<file path="config.mk">
export PLATFORM = sky130hd
export DESIGN_NAME = mem_bus_arbiter
export DESIGN_NICKNAME = d
export VERILOG_FILES = /design/src/rtl/mem_bus_arbiter.sv
export SDC_FILE = /design/constraint.sdc
export NUM_CORES = 1
export LEC_CHECK = 0
export CORE_ASPECT_RATIO = 1.4
export CORE_MARGIN = 5
export CORE_UTILIZATION = 41
export DETAILED_ROUTE_END_ITERATION = 8
export GPL_TIMING_DRIVEN = 0
export HOLD_SLACK_MARGIN = 0.1
export PLACE_DENSITY = 0.85
export SYNTH_ARGS = -nofsm -noshare
export SYNTH_HDL_FRONTEND = slang
export SYNTH_SLANG_ARGS = --single-unit
</file>
<file path="constraint.sdc">
create_clock -name clock -period 2 [get_ports clock]
set_input_delay 0.3 -clock clock [delete_from_list [all_inputs] [get_ports clock]]
set_output_delay 0.3 -clock clock [all_outputs]
set_load 0.01 [all_outputs]
</file>
<file path="src/rtl/mem_bus_arbiter.sv">
// mem_bus_arbiter
// Arbitrates a fetch port (read-only) and a data port (read/write) onto one
// word-addressed memory bus with a waitrequest handshake. One access is in
// flight at a time and walks IDLE -> BUS -> RESP. Ties between the two ports
// alternate, and data wins the first tie after reset.
//
// Ports
//   clock, RESET          : system clock, asynchronous active-low reset
//   f_req/f_addr          : fetch request and byte address (held until f_ack)
//   f_rdata/f_ack         : fetch read data and one-cycle completion pulse
//   d_req/d_we/d_addr     : data request, write flag, byte address
//   d_be/d_wdata          : data byte enables and write data
//   d_rdata/d_ack         : data read data and one-cycle completion pulse
//   halt                  : blocks new grants while IDLE
//   address/read/write    : bus command (registered, word aligned)
//   byteenable/writedata  : bus byte enables and write data (registered)
//   readdata/waitrequest  : bus response data and stall
//   busy                  : high whenever an access is in flight
module mem_bus_arbiter (
  input  logic        clock,
  input  logic        RESET,
  input  logic        f_req,
  input  logic [31:0] f_addr,
  output logic [31:0] f_rdata,
  output logic        f_ack,
  input  logic        d_req,
  input  logic        d_we,
  input  logic [31:0] d_addr,
  input  logic [3:0]  d_be,
  input  logic [31:0] d_wdata,
  output logic [31:0] d_rdata,
  output logic        d_ack,
  input  logic        halt,
  output logic [31:0] address,
  output logic        read,
  output logic        write,
  output logic [3:0]  byteenable,
  output logic [31:0] writedata,
  input  logic [31:0] readdata,
  input  logic        waitrequest,
  output logic        busy
);

  typedef enum logic [1:0] {
    IDLE = 2'd0,
    BUS  = 2'd1,
    RESP = 2'd2
  } state_t;

  // The bus only ever sees whole-word addresses; the low bits are dropped
  // silently rather than flagged.
  function automatic logic [31:0] word_align(input logic [31:0] byte_addr);
    return {byte_addr[31:2], 2'b00};
  endfunction

  state_t      state_r, state_s;
  logic        grant_data_r, grant_data_s;  // 1 = current access belongs to data port
  logic        last_data_r, last_data_s;    // 1 = data port won the most recent grant
  logic        take_data_s;
  logic [31:0] address_r, address_s;
  logic        read_r, read_s;
  logic        write_r, write_s;
  logic [3:0]  be_r, be_s;
  logic [31:0] wdata_r, wdata_s;
  logic [31:0] f_rdata_r, f_rdata_s;
  logic [31:0] d_rdata_r, d_rdata_s;
  logic        f_ack_r, f_ack_s;
  logic        d_ack_r, d_ack_s;
  logic        busy_r, busy_s;

  // Next-state and next-output computation; every output register is loaded
  // from here so the bus and ack lines come straight off flops.
  always_comb begin
    state_s      = state_r;
    grant_data_s = grant_data_r;
    last_data_s  = last_data_r;
    take_data_s  = 1'b0;
    address_s    = address_r;
    read_s       = read_r;
    write_s      = write_r;
    be_s         = be_r;
    wdata_s      = wdata_r;
    f_rdata_s    = f_rdata_r;
    d_rdata_s    = d_rdata_r;
    f_ack_s      = 1'b0;
    d_ack_s      = 1'b0;

    case (state_r)
      IDLE: begin
        if (!halt && (f_req || d_req)) begin
          // Data wins if alone, or on a tie when fetch had the last grant.
          take_data_s  = d_req && (!f_req || !last_data_r);
          grant_data_s = take_data_s;
          last_data_s  = take_data_s;
          state_s      = BUS;
          if (take_data_s) begin
            address_s = word_align(d_addr);
            read_s    = ~d_we;
            write_s   = d_we;
            be_s      = d_be;
            wdata_s   = d_wdata;
          end else begin
            address_s = word_align(f_addr);
            read_s    = 1'b1;
            write_s   = 1'b0;
            be_s      = 4'b1111;
            wdata_s   = 32'h0000_0000;
          end
        end else begin
          state_s = IDLE;
        end
      end
      BUS: begin
        if (!waitrequest) begin
          // Only a read updates rdata; a data write leaves d_rdata alone.
          if (!grant_data_r) begin
            f_rdata_s = readdata;
          end else if (read_r) begin
            d_rdata_s = readdata;
          end else begin
            d_rdata_s = d_rdata_r;
          end
          read_s  = 1'b0;
          write_s = 1'b0;
          f_ack_s = ~grant_data_r;
          d_ack_s = grant_data_r;
          state_s = RESP;
        end else begin
          state_s = BUS;
        end
      end
      RESP: begin
        state_s = IDLE;
      end
      default: begin
        state_s = IDLE;
        read_s  = 1'b0;
        write_s = 1'b0;
      end
    endcase

    busy_s = (state_s != IDLE);
  end

  // State and output registers; reset clears everything, aborting any access.
  always_ff @(posedge clock or negedge RESET) begin
    if (!RESET) begin
      state_r      <= IDLE;
      grant_data_r <= 1'b0;
      last_data_r  <= 1'b0;
      address_r    <= 32'h0000_0000;
      read_r       <= 1'b0;
      write_r      <= 1'b0;
      be_r         <= 4'b0000;
      wdata_r      <= 32'h0000_0000;
      f_rdata_r    <= 32'h0000_0000;
      d_rdata_r    <= 32'h0000_0000;
      f_ack_r      <= 1'b0;
      d_ack_r      <= 1'b0;
      busy_r       <= 1'b0;
    end else begin
      state_r      <= state_s;
      grant_data_r <= grant_data_s;
      last_data_r  <= last_data_s;
      address_r    <= address_s;
      read_r       <= read_s;
      write_r      <= write_s;
      be_r         <= be_s;
      wdata_r      <= wdata_s;
      f_rdata_r    <= f_rdata_s;
      d_rdata_r    <= d_rdata_s;
      f_ack_r      <= f_ack_s;
      d_ack_r      <= d_ack_s;
      busy_r       <= busy_s;
    end
  end

  assign address    = address_r;
  assign read       = read_r;
  assign write      = write_r;
  assign byteenable = be_r;
  assign writedata  = wdata_r;
  assign f_rdata    = f_rdata_r;
  assign d_rdata    = d_rdata_r;
  assign f_ack      = f_ack_r;
  assign d_ack      = d_ack_r;
  assign busy       = busy_r;

endmodule

</file>
Word level (Yosys, flattened, before mapping)
Index checks and enable logic that the tools add are counted.

operators by class
  reduce and logical (&&, ||, !) cells = 13
  mux-type cells = 17
  equality and inequality tests = 4
  bitwise gates (word level) = 4

operator list
  kind                                            count
  two-way mux 32 bit                              2
  two-way mux 1 bit                               10
  case mux 1 bit (3 select lines)                 2
  AND reduction 3 bit                             2
  two-way mux 4 bit                               1
  inequality test 2 bit (second input constant)   2
  inverter 1 bit                                  4
  case mux 2 bit (2 select lines)                 1
  AND reduction 4 bit                             1
  zero test 1 bit                                 3
  == test 2 x 1 -> 1 bit (second input constant)  1
  == test 2 bit (second input constant)           1
  logical AND 1 bit                               2
  zero test 2 bit                                 1
  logical OR 1 bit                                2
  two-way mux 2 bit                               1
  AND reduction 2 bit                             1
  nonzero test 2 bit                              1

storage, ports and cells
  output and inout bits = 137
  input port bits = 139
  register bits after elaboration = 140
  logic and storage cells = 50

Longest topological paths before layout
Gate-level depths: netlist (run 1).

  word-level depth = 6
  gate-level depth with buffers = 5
  mapped depth without buffers = 3

Worst setup path after synthesis (run 1)
Ideal clock, no wire load.

  kind = register -> register
  from = register last_data_r
  to = register address_r[10], in the netlist address[10]
  cell stages (with the launch flop) = 5
  data required time = 1.875 ns
  path buffers = 1
  arrival time = 1.493 ns
  path slack = 0.382 ns
  library setup time = 0.125 ns
  clock period less this slack = 1.618 ns
  cells stage by stage = dfrtp_1 a21boi_1 buf_2 mux2_2 mux2_2

on the way
  word-level cells in the longest chain between the ends = 4

ends and longest elaborated chain
  item                    RTL line  RTL
  from (decl)             58        logic last_data_r, last_data_s;
  from (signal assigned)  164       last_data_r <= last_data_s;
  zero test 1 bit         92        take_data_s = d_req && (!f_req || !last_data_r);
  logical OR 1 bit        92
  logical AND 1 bit       92
  two-way mux 32 bit      96        if (take_data_s) begin
  to (signal assigned)    165       address_r <= address_s;
  to (decl)               60        logic [31:0] address_r, address_s;

No other way between the ends.
A chain may end at the register's enable or synchronous reset.

Final worst setup path (run 1)
  from = register last_data_r
  to = register address_r[14], in the netlist address[14]

The elaborated chain is that of the path after synthesis.

==> results of run 1 <==
==> synthesized netlist by cell type <==
| cell type | instances | area share |
|---|---|---|
| sky130_fd_sc_hd__nand2_1 | 33 | 0.022 |
| sky130_fd_sc_hd__nand2b_1 | 4 | 0.0043 |
| sky130_fd_sc_hd__o21a_1 | 1 | 0.0013 |
| sky130_fd_sc_hd__mux2i_1 | 33 | 0.057 |
| sky130_fd_sc_hd__a21o_1 | 1 | 0.0013 |
| sky130_fd_sc_hd__buf_2 | 17 | 0.015 |
| sky130_fd_sc_hd__inv_1 | 33 | 0.022 |
| sky130_fd_sc_hd__mux2_1 | 30 | 0.059 |
| sky130_fd_sc_hd__dfrtp_1 | 138 | 0.60 |
| sky130_fd_sc_hd__and2_1 | 1 | 0.0011 |
| sky130_fd_sc_hd__buf_4 | 3 | 0.0039 |
| sky130_fd_sc_hd__a21oi_1 | 1 | 0.00087 |
| sky130_fd_sc_hd__nor3_2 | 1 | 0.0017 |
| sky130_fd_sc_hd__conb_1 | 1 | 0.00065 |
| sky130_fd_sc_hd__buf_6 | 3 | 0.0059 |
| sky130_fd_sc_hd__nor2b_1 | 2 | 0.0022 |
| sky130_fd_sc_hd__o21ai_0 | 1 | 0.00087 |
| sky130_fd_sc_hd__nor3b_2 | 1 | 0.0022 |
| sky130_fd_sc_hd__nand3_2 | 1 | 0.0017 |
| sky130_fd_sc_hd__a21boi_1 | 1 | 0.0013 |
| sky130_fd_sc_hd__mux2_2 | 100 | 0.20 |
| sky130_fd_sc_hd__o21bai_1 | 1 | 0.0013 |
==> worst reg2reg max path, cell delays in order, from the launching register on <==
cell and delay, ns:
sky130_fd_sc_hd__dfrtp_1 0.45, sky130_fd_sc_hd__a21boi_2 0.30, sky130_fd_sc_hd__buf_2 0.31, sky130_fd_sc_hd__mux2_2 0.38, sky130_fd_sc_hd__mux2_2 0.26
==> layout make-up <==
cell class              count  area, µm²  share of cell area
clock inverters            13      215.2             0.02296
well taps                 185      231.5             0.02469
inverters                  33      123.9             0.01321
clock buffers              18      429.2             0.04578
diodes                      1      2.502           0.0002670
plain buffers              23      141.4             0.01508
multi-input cells         214       2046              0.2182
repair buffers            271       2731              0.2914
flip-flops and latches    138       3453              0.3684
==> path summary, 6_finish.rpt <==
path / endpoint / start / cells past startpoint
worst max-delay path: address[14] / last_data_r / 4
worst min-delay path: f_rdata[6] / RESET / 2
worst max register to register: address[14] / last_data_r / 4
worst min register to register: f_rdata[9] / f_rdata[9] / 1
max in group asynchronous: last_data_r / RESET / 3
min in group clock: writedata[7] / d_wdata[7] / 3
==> per-layer routing <==
layer,global-route usage,wire [µm],vias to the layer above
met5,0,0,-
met4,0.1029,591,0
met3,0.06778,1429,37
met2,0.3481,8524,176
met1,0.1929,5409,2050
li1,-,-,1946
==> cell families (layout without fill, tap and decap cells) <==
family	after synthesis	in the layout	synth area share
mux	163	163	0.3117
simple gates	43	43	0.03477
other cells	1	3	0.0006514
compound gates	6	6	0.006955
flops	138	138	0.5999
buf+inv	56	358	0.04608
==> power by group <==
| group | switching, mW | internal [mW] |
|---|---|---|
| Clock | 1.20 | 2.22 |
| Sequential | 0.630 | 3.96 |
| Combinational | 1.93 | 3.12 |
==> sequential cells by signal (all words and copies together), names as in the netlist, 2 cells and up <==
name and cells:
address 30, writedata 32, d_rdata 32, byteenable 4, state_r 2, f_rdata 32
==> timing repair <==
item                                   4_1_cts  5_1_grt
endpoints found under the hold margin       63        0
setup endpoints to repair                    2        0
resized for setup                            1        0
hold buffers                                 1        0
==> stage by stage <==
stage / setup TNS, ns / instances / power [mW] / util / hold slack, ns
after floorplan: 0 / 408 / 6.521 / - / 0.004409
after global placement: -632.89 / 862 / 9.558 / 0.6272 / 0.4678
after detailed placement: -13.95 / 863 / 9.762 / 0.6293 / 0.3232
after CTS: 0 / 895 / 13.26 / 0.6768 / 0.4207
after global routing: 0 / 895 / 13.75 / 0.6768 / 0.4367
final: 0 / 896 / 13.07 / 0.6770 / 0.4421
==> flow_summary.yaml, run 1 <==
worst_setup_path:
  worstPathBufferInverterCount: 1
  critical_path_class: "register to register"
  critPathTopFamily: "multiplexers"
  crit_required_ns: 2.29
  cp_cell_sequence: "a21boi_2 -> buf_2 -> mux2_2 -> mux2_2"
  worst_path_largest_cell_delay_ns: 0.45
  cp_max_fo: 10
  setup.reg_to_reg.worst_slack_ns: 0.19
  start_kind: "register"
  worst_path_most_repeated_cell: "sky130_fd_sc_hd__mux2_2"
  arrival_ns: 2.10
  critical-path-slowest-cell: "sky130_fd_sc_hd__dfrtp_1"
  critPathCaptureType: "register"
clock_tree:
  htreeDepth: 4
  clock_tree_from_tritoncts: "done"
  clk_transition_reported_paths_ns: 0.06
  clk_latency_ns: 0.41
  cts-root-to-sink-buffers: 2
  cts.repair_timing.setup_buffer_count: 0
  clock_sinks: 138
  root_buffer: "sky130_fd_sc_hd__clkbuf_16"
  cts-buffers-inserted: 17
hold_path:
  holdCritPathClass: "primary input to asynchronous set/reset pin"
drt:
  routed_wirelength_mm: 15.96
  first_iter_violations: 84
  dr.pass1.iters: 4
  avgRoutedWirePerCell_um: 17.81
  via_count: 4209
  via_per_inst: 4.698
  antenna_violating_nets_post_route: 0
  drt_drc_violations_left: 0
sta:
  post-route-period-util: 0.9063
  clock.fmax_ghz: 0.5517
  final_slew_violations: 0
  worst_pin_slew_ns: 0.5990
  number_of_endpoints_failing_setup_at_the_final_stage: 0
  timing.slew.headroom: 0.6007
  final.min_clock_period_ns: 1.813
  timing.final.hold_violations: 0
  fin_ws_ns: 0.1875
  finalClockSkew_ns: 0.01400
  rsz0062_at_grt: "false"
global_route:
  grt_first_pass_wirelength_mm: 24.38
  grt_start_max_net_pins: 76
  grt_antenna_before_repair: 0
  grt.total_usage: 0.1941
  globalRouteOverflowTotal: 0
  vias_in_the_first_global_route: 4770
finish:
  finish.net_count: 837
  fillCellCount: 1001
  share_of_cells_above_drive_strength_1: 0.2239
  layout.cells.most_common_list: "sky130_fd_sc_hd__clkdlybuf4s50_1, sky130_fd_sc_hd__dfrtp_1, sky130_fd_sc_hd__mux2_2"
  final_cell_area_um2: 9374
  flow.area_growth_from_synthesis_pct: 62.83
  most_frequent_standard_cell_in_the_layout_excluding_fill_and_tap_cells: "sky130_fd_sc_hd__clkdlybuf4s50_1"
place:
  place_area_um2: 8713
  place_ws_ns: -0.3563
  gp_congestion: 0.7855
  port-buffer-count: 269
  place_hpwl_mm: 12.43
synth:
  syn-mean-instance-area_um2: 14.14
  syn-instance-count: 407
  synth_seq_cells: 138
  syn-cell-area_um2: 5757
  ys_types: 22
  synth.yosys.seq_area_share: 0.5999
  yosys_warnings: 0
die:
  chipWidth_um: 110.1
  initial_utilization: 0.4157
  fp.dieH_um: 150.2
  rows: 51
  ioPinCount: 276
  core_area_um2: 13850
  floorplan.die_area_um2: 16540
pwr:
  p_leak_nw: 4.005
  cellPowerDensity_nw_per_um2: 1394
  irDropWorstVdd_v: 0.0007482
run_status:
  outcome: "completed"
job:
  maxCapViolations: 0
No activity file was read; power rests on OpenSTA's default activity.
==> run 2, diff against run 1 <==
CORE_UTILIZATION = 44   (was 41)
PLACE_DENSITY = 0.9   (was 0.85)
clock period = 2.2 ns   (was 2 ns; I/O delays follow)
==> run 2 against run 1 <==
Utilization is 4.8 points higher. Sequential share of layout area grew 0.18 points. First-iteration DRC count is 12% higher. Global-route usage grew 1.9 points. Total power decreased by 9.4%. Maximum frequency fell by 5.7%. Register-to-register slack better by 0.09 ns. Flip-flop and latch count unchanged. Non-clock buffer count did not move. Cell count shrank 3.3%. Die area is 6.3% lower. Combinational power down 8.9%. Largest power group unchanged.
==> flow_summary.yaml, run 2 (synthesis gave the netlist of run 1 again) <==
pwr:
  cellPowerDensity_nw_per_um2: 1269
  fin_total_pwr_mw: 11.84
  p_leak_nw: 3.999
  irDropWorstVdd_v: 0.0006928
clock_tree:
  clk_latency_ns: 0.40
  cts-root-to-sink-buffers: 2
  clock_tree_from_tritoncts: "done"
  cts.repair.resized: 0
  clock_sinks: 138
  cts-buffers-inserted: 17
  htreeDepth: 4
  clk_transition_reported_paths_ns: 0.06
  root_buffer: "sky130_fd_sc_hd__clkbuf_16"
sta:
  final.min_clock_period_ns: 1.921
  post-route-period-util: 0.8733
  timing.final.hold_violations: 0
  rsz0062_at_grt: "false"
  totalNegativeSetupSlack_ns: 0
  worst_pin_slew_ns: 0.6554
  timing.slew.headroom: 0.5631
  number_of_endpoints_failing_setup_at_the_final_stage: 0
  finalClockSkew_ns: 0.01028
  fin_ws_ns: 0.2788
  final_slew_violations: 0
  clock.fmax_ghz: 0.5205
drt:
  routed_wirelength_mm: 16.21
  avgRoutedWirePerCell_um: 18.71
  antenna_violating_nets_post_route: 0
  dr.pass1.iters: 4
  via_per_inst: 4.859
  first_iter_violations: 94
  drt_drc_violations_left: 0
  via_count: 4208
global_route:
  grt_antenna_before_repair: 1
  globalRouteOverflowTotal: 0
  grt_first_pass_wirelength_mm: 25.70
  grt_start_max_net_pins: 71
  vias_in_the_first_global_route: 4867
  grt.total_usage: 0.2128
worst_setup_path:
  critical_path_class: "register to register"
  crit_required_ns: 2.48
  worst_path_largest_cell_delay_ns: 0.43
  cp_max_fo: 10
  critical-path-slowest-cell: "sky130_fd_sc_hd__dfrtp_1"
  worst_path_most_repeated_cell: "sky130_fd_sc_hd__mux2_2"
  critical_path.startpoint: "last_data_r"
  start_kind: "register"
  cp_cell_sequence: "a21boi_1 -> buf_2 -> mux2_2 -> mux2_2"
  worstReg2RegStart: "last_data_r"
  arrival_ns: 2.20
  critPathCaptureType: "register"
finish:
  fillCellCount: 858
  layout.cells.most_common_list: "sky130_fd_sc_hd__clkdlybuf4s50_1, sky130_fd_sc_hd__dfrtp_1, sky130_fd_sc_hd__mux2_2"
  flow.area_growth_from_synthesis_pct: 62.03
  multi_input_area_um2: 2042
  ff_latch_area_um2: 3453
  most_frequent_standard_cell_in_the_layout_excluding_fill_and_tap_cells: "sky130_fd_sc_hd__clkdlybuf4s50_1"
  share_of_cells_above_drive_strength_1: 0.2236
  finish.net_count: 837
die:
  ioPinCount: 276
  rows: 49
  chipWidth_um: 106.7
  core_area_um2: 12870
  fp.dieH_um: 145.3
  initial_utilization: 0.4471
  floorplan.die_area_um2: 15500
place:
  place_hpwl_mm: 12.70
  gp_congestion: 0.7684
  port-buffer-count: 269
  place_ws_ns: -0.1325
hold_path:
  holdCritPathClass: "primary input to register"
  hold_start: "d_wdata[12]"
run_status:
  outcome: "completed"
job:
  maxCapViolations: 0
## run 2: where the power goes
part	leakage (nW)	internal, mW	total, mW	switching, mW
Sequential	1.69	3.60	4.18	0.580
Clock	0.306	1.93	3.05	1.12
Combinational	2.01	2.84	4.61	1.77
## run 2: final timing paths
path / end / slack [ns] / cells after the start
worst min register to register: f_rdata[6] / 0.49 / 1
worst max-delay path: address[22] / 0.28 / 4
min in group asynchronous: d_rdata[10] / 0.49 / 2
worst min-delay path: writedata[12] / 0.48 / 3
worst max register to register: address[22] / 0.28 / 4
max in group asynchronous: writedata[0] / 0.96 / 3
## run 2: area by class of cell
type                    count  share of cell area
flip-flops and latches    138              0.3702
well taps                 153             0.02052
repair buffers            271              0.2928
clock inverters            14             0.02254
diodes                      2           0.0005366
multi-input cells         214              0.2189
inverters                  33             0.01328
clock buffers              18             0.04601
plain buffers              23             0.01516
## run 2: per-stage QoR
stage	cell area, µm²	utilization	hold WS, ns	cells
floorplan	5761	-	0.03441	408
global placement	8645	0.6714	0.4675	830
detailed placement	8673	0.6737	0.3805	831
CTS	9323	0.7241	0.4665	864
global route	9325	0.7243	0.4704	865
finish	9328	0.7245	0.4786	866
## run 2: critical path, delay by kind of cell (launching register included)
kind | cells | cell delay [ns]
flops | 1 | 0.43
mux | 2 | 0.64
compound gates | 1 | 0.40
buf+inv | 1 | 0.32
## run 2: what timing repair did
item / in CTS / in global routing
endpoints found under the hold margin: 69 / 0
setup buffers: 0 / 0
hold buffers: 1 / 0
## run 2: layer usage
layer,vias to the layer above,global-route usage,wire length [µm]
met2,179,0.3897,8939
met5,-,0,0
met3,40,0.06214,1126
li1,1956,-,-
met1,2033,0.2135,5473
met4,0,0.1113,667
